===== src/rtl/hub75_column_driver.sv =====
// hub75_column_driver: requests a column pair, captures it, and drives a 64x64 1/32-scan HUB75 panel with 3-plane BCM; optional HUB75_TIMEOUT_EN re-requests data when WAIT times out
module hub75_column_driver #(
    parameter int NUM_ROWS  = 64,
    parameter int SCAN_RATE = 32,
    parameter int RGB_RES   = 9,
    parameter int BASE_TIME = 8,
    parameter int TIMEOUT   = 1024
) (
    input  logic                                       clk_in,
    input  logic                                       rst_in,
    input  logic [1:0][NUM_ROWS-1:0][RGB_RES-1:0]      columns,
    input  logic [$clog2(SCAN_RATE)-1:0]               col_num1,
    input  logic                                       data_valid,
    output logic                                       hub75_ready,
    output logic [$clog2(SCAN_RATE)-1:0]               hub75_addr,
    output logic [2:0]                                 hub75_rgb0,
    output logic [2:0]                                 hub75_rgb1,
    output logic                                       hub75_clk,
    output logic                                       hub75_latch,
    output logic                                       hub75_oe_n
);
    localparam int AW = $clog2(SCAN_RATE);
    localparam int PW = $clog2(NUM_ROWS) + 1;
    localparam int DW = $clog2((BASE_TIME << 2) + 1);

    typedef enum logic [2:0] {S_READY, S_WAIT, S_SHIFT, S_BLANK, S_LATCH, S_DISPLAY} state_t;

    state_t                                state, nxt;
    logic [1:0][NUM_ROWS-1:0][RGB_RES-1:0] cap;
    logic [AW-1:0]                         cap_addr;
    logic [1:0]                            plane;
    logic [PW-1:0]                         pix;
    logic                                  phase;
    logic [DW-1:0]                         dcnt;
    logic                                  disp_done;
    logic [RGB_RES-1:0]                    sh0, sh1;

    assign disp_done = dcnt == DW'((BASE_TIME << plane) - 1);
    assign sh0 = cap[0][pix[PW-2:0]] >> plane;
    assign sh1 = cap[1][pix[PW-2:0]] >> plane;

`ifdef HUB75_TIMEOUT_EN
    localparam int TW = $clog2(TIMEOUT + 1);
    logic [TW-1:0] tcnt;
    logic          tout;
    assign tout = tcnt == TW'(TIMEOUT);

    // WAIT dwell counter, cleared whenever the FSM is not staying in WAIT
    always_ff @(posedge clk_in or posedge rst_in) begin
        if (rst_in)
            tcnt <= '0;
        else
            tcnt <= (state == S_WAIT && nxt == S_WAIT) ? tcnt + 1'b1 : '0;
    end
`else
    logic tout;
    assign tout = 1'b0;
`endif

    // state register
    always_ff @(posedge clk_in or posedge rst_in) begin
        if (rst_in)
            state <= S_READY;
        else
            state <= nxt;
    end

    // next state and panel outputs decoded from the current state
    always_comb begin
        nxt         = state;
        hub75_ready = 1'b0;
        hub75_clk   = 1'b0;
        hub75_latch = 1'b0;
        hub75_oe_n  = 1'b1;
        hub75_rgb0  = 3'b000;
        hub75_rgb1  = 3'b000;
        case (state)
            S_READY: begin
                hub75_ready = ~rst_in;
                nxt         = S_WAIT;
            end
            S_WAIT: nxt = data_valid ? S_SHIFT : (tout ? S_READY : S_WAIT);
            S_SHIFT: begin
                hub75_clk  = phase;
                hub75_rgb0 = {sh0[6], sh0[3], sh0[0]};
                hub75_rgb1 = {sh1[6], sh1[3], sh1[0]};
                nxt        = (phase && pix == PW'(NUM_ROWS - 1)) ? S_BLANK : S_SHIFT;
            end
            S_BLANK: nxt = S_LATCH;
            S_LATCH: begin
                hub75_latch = 1'b1;
                nxt         = S_DISPLAY;
            end
            S_DISPLAY: begin
                hub75_oe_n = 1'b0;
                nxt        = disp_done ? (plane == 2'd2 ? S_READY : S_SHIFT) : S_DISPLAY;
            end
            default: nxt = S_READY;
        endcase
    end

    // capture, pixel/plane/display counters and the row address register
    always_ff @(posedge clk_in or posedge rst_in) begin
        if (rst_in) begin
            cap        <= '0;
            cap_addr   <= '0;
            hub75_addr <= '0;
            plane      <= '0;
            pix        <= '0;
            phase      <= 1'b0;
            dcnt       <= '0;
        end else begin
            if (state == S_WAIT && data_valid) begin
                cap      <= columns;
                cap_addr <= col_num1;
                plane    <= '0;
                pix      <= '0;
                phase    <= 1'b0;
            end
            if (state == S_SHIFT) begin
                phase <= ~phase;
                if (phase)
                    pix <= pix + 1'b1;
            end
            if (state == S_BLANK) begin
                hub75_addr <= cap_addr;
                dcnt       <= '0;
            end
            if (state == S_DISPLAY) begin
                dcnt <= dcnt + 1'b1;
                if (disp_done) begin
                    plane <= plane + 1'b1;
                    pix   <= '0;
                end
            end
        end
    end
endmodule


===== config.mk =====
export PLATFORM = sky130hd
export DESIGN_NAME = hub75_column_driver
export DESIGN_NICKNAME = d
export VERILOG_FILES = /design/src/rtl/hub75_column_driver.sv
export SDC_FILE = /design/constraint.sdc
export NUM_CORES = 2
export LEC_CHECK = 0
export CAP_MARGIN = 40
export CORE_UTILIZATION = 25
export CTS_CLUSTER_SIZE = 14
export DETAILED_ROUTE_END_ITERATION = 12
export GPL_ROUTABILITY_DRIVEN = 0
export SLEW_MARGIN = 20
export SYNTH_ARGS = -nofsm -noshare
export SYNTH_HDL_FRONTEND = slang
export SYNTH_SLANG_ARGS = --single-unit

===== constraint.sdc =====
create_clock -name clk_in -period 60.3 [get_ports clk_in]
set_clock_uncertainty 0.1 [all_clocks]
set_input_delay 15.075 -clock clk_in [delete_from_list [all_inputs] [get_ports clk_in]]
set_output_delay 15.075 -clock clk_in [all_outputs]
set_load 0.03 [all_outputs]

==> metrics.csv <==
stage;metric;value;unit
placement;dp_hpwl;180000;µm
setup_path;cp_data_required_time;45.12;ns
power_and_ir_drop;peakVddDrop;0.0234;mV
floorplan;die_w;466;µm
routing;drcViolationCount;0;
setup_path;crit_start;rst_in;
finish;drive_gt1_share;9.24;%
synth;yosys-top-cells-count;nand2_1, dfrtp_1, clkbuf_1;
setup_path;worstPathArrival;17.10;ns
grt;grt_pass1_vias;47072;
sta;setup_viol;0;
sta;fmax;31.0;MHz
floorplan;row_count;169;
synth;synthFlopType;dfrtp_1;
synth;netlist_area;53800;µm²
setup_path;regToRegSetupSlack;55.90;ns
grt;grt.overflow.total;0;
synth;synth-seq-cells;1181;
sta;grt_setup_unrepaired;false;
floorplan;io_pins;1175;
setup_path;critPathTopFamily;buffers and inverters;
setup_path;reg2reg_from;state[0]$_DFF_PP0_;
setup_path;crit_fanout;2;
floorplan;fp.dieH;466;µm
floorplan;initial_core_util;25.3;%
routing;dr_total_vias;45663;
setup_path;critPathCaptureType;output pin;
synth;synth.area.top_cells;dfrtp_1, nand2_1, mux4_2, mux2i_1, clkbuf_1;
sta;hold_viol;0;
floorplan;die-area;217000;µm²
clock_tree;post_cts_buffers;0;
clock_tree;root_buffer;clkbuf_16;
routing;routedWlPerCell;24.3;µm
hold_path;min_path_type;flip-flop to flip-flop;
routing;routed_wl;238000;µm
setup_path;critPathKind;input port to output pin;
setup_path;cp_common_cell;clkdlybuf4s50_1;
sta;slew_viol_final;0;
power_and_ir_drop;total_power;1780;µW
clock_tree;h-tree-depth;4;
clock_tree;cts_hold_buf;0;
setup_path;cp_cell_sequence;clkdlybuf4s50_1 > nor4_1 > clkdlybuf4s15_2 > clkdlybuf4s50_1;
synth;synthArstFlopShare;100;%
placement;portBuffers;1174;
sta;period_needed;32.28;ns
placement;placed_area;68700;µm²
grt;grt_max_degree;252;
finish;fin_area;73900;µm²
synth;synthCells;5775;
clock_tree;cts_buffers;141;
setup_path;crit_cells;4;
outcome;run_status;completed;
grt;grtUsageTotal;21.5;%
floorplan;core;213000;µm²
setup_path;crit_path_end;hub75_ready;
power_and_ir_drop;power_leakage;0.0362;µW
synth;synth_area_per_cell;9.32;µm²
setup_path;rr_worst_depth;8;
synth;synth_top_area_cell;dfrtp_1;
sta;tns;0;ns
setup_path;cp_slowest_stage_delay;0.69;ns
clock_tree;cts_resized;0;
setup_path;critPathLaunchType;input port;
setup_path;path_buf_inv;3;
synth;syn_nets;6941;
job;drv_cap;0;
finish;syn_to_final_growth;37.2;%
routing;vias_per_cell;4.65;
routing;drt_iter0_drc;3856;
sta;finalCritPeriodShare;53.5;%
synth;yosysWarnings;0;
clock_tree;cts_tree;yes;
routing;firstDrtPassIters;7;
synth;synth_edf_count;0;
hold_path;min-delay-start;cap[493]$_DFFE_PP0P_;
setup_path;worstReg2RegEnd;cap[897]$_DFFE_PP0P_;
setup_path;crit_slowest_cell;clkdlybuf4s50_1;
synth;ys_seq_area_share;54.9;%
routing;postRouteAntennaNets;0;
synth;ys_types;61;
synth;synth_top_area_share;54.9;%
grt;antenna_found_initial;119;
sta;slew_headroom;26.8;%
clock_tree;clock-sinks;1181;
synth;synth_most_common_cell;nand2_1;
sta;worstMarginPinSlew;1.10;ns
grt;grt_pass1_wl;334000;µm
power_and_ir_drop;power.density;24.2;nW/µm²
finish;fill_cells;21609;
clock_tree;clock_path_buffers;3;
clock_tree;insertion_delay;0.78;ns
finish;finish.net_count;8008;
clock_tree;path_clk_slew;0.06;ns
-- cell families (layout without fill, tap and decap cells) --
| group | after synthesis | after routing | synth area share [%] |
|---|---|---|---|
| adder cells (fa/ha/maj) | 6 | 6 | 0.139 |
| AND/OR/NAND/NOR | 3613 | 3613 | 25.6 |
| AO/OA/AOI/OAI | 186 | 186 | 2.41 |
| multiplexers | 408 | 408 | 13.7 |
| buffers and inverters | 374 | 1547 | 3.16 |
| flip-flops | 1181 | 1181 | 54.9 |
| XOR/XNOR | 7 | 7 | 0.114 |
| other | 0 | 53 | 0 |
-- sequential cells by signal (all words and copies together), names as in the netlist --
signal	count
cap	1152
pix	7
dcnt	6
cap_addr	5
hub75_addr	5
state	3
plane	2
phase	1
-- layer usage --
layer  track usage [%]  vias to the layer above  share of wire [%]  routed length [µm]
met5                 0                        -               0.24                 574
met2              34.7                     1709                 47              112000
met3              6.52                      421                8.1               19300
met4              8.75                       90                3.9                9380
met1              26.6                    22694                 41               97100
li1                  -                    20749                  -                   -
-- report_power, final --
part	switching (µW)	internal [µW]	leakage, µW
registers	0	793	0.0164
logic	35.2	69.1	0.0174
clock network	372	516	0.00234
-- worst min-delay path: cells and delay by family (launching register included) --
family           cells  cell delay [ns]
DFF                  1             0.34
and+or+nand+nor      2             0.10
-- worst min-delay path by stage --
stage	end	slack (ns)	cells past startpoint
after global routing	cap[981]$_DFFE_PP0P_	0.39	2
after global placement	cap[169]$_DFFE_PP0P_	0.35	2
after CTS	cap[1115]$_DFFE_PP0P_	0.37	2
after detailed placement	cap[166]$_DFFE_PP0P_	0.36	2
final	cap[493]$_DFFE_PP0P_	0.37	2
after floorplan	cap[1026]$_DFFE_PP0P_	0.34	2
-- cell usage in the layout (no fill, tap or decap), types with 12 or more instances in the layout --
cell type and instances:
a22oi_1 17, mux2_2 13, nor2b_1 13, o22ai_1 18, clkdlybuf4s50_1 1174, buf_4 75, clkinv_2 19, nand3_1 16
clkbuf_8 26, a21oi_1 25, mux2i_1 132, a211oi_1 12, mux4_2 262, nand2b_1 13, o21ai_0 31, nor2_1 25
nand2_1 3501, dfrtp_1 1175, diode_2 53, buf_16 24, clkbuf_16 141, clkbuf_1 24, a221oi_1 20
-- area by class of cell --
class                      count  area, µm²  area share, %
sequential                  1181      29600           40.0
multi-input combinational   4220      22600           30.6
timing repair buffer        1289      13200           17.9
clock buffer                 191       3980           5.38
tap                         2821       3530           4.78
clock inverter                58        806           1.09
antenna                       53        133          0.180
inverter                       9       41.3         0.0559
-- stage by stage --
step | hold WS, ns | instances | worst slack, ns | utilization, %
detailed placement | 0.357 | 9511 | 27.94 | 32.3
CTS | 0.371 | 9760 | 27.93 | 34.5
global route | 0.385 | 9801 | 27.91 | 34.7
global placement | 0.353 | 9481 | 27.62 | 32.0
floorplan | 0.340 | 5775 | 11.86 | -
finish | 0.368 | 9822 | 28.02 | 34.7
No activity file was read; power rests on OpenSTA's default activity.
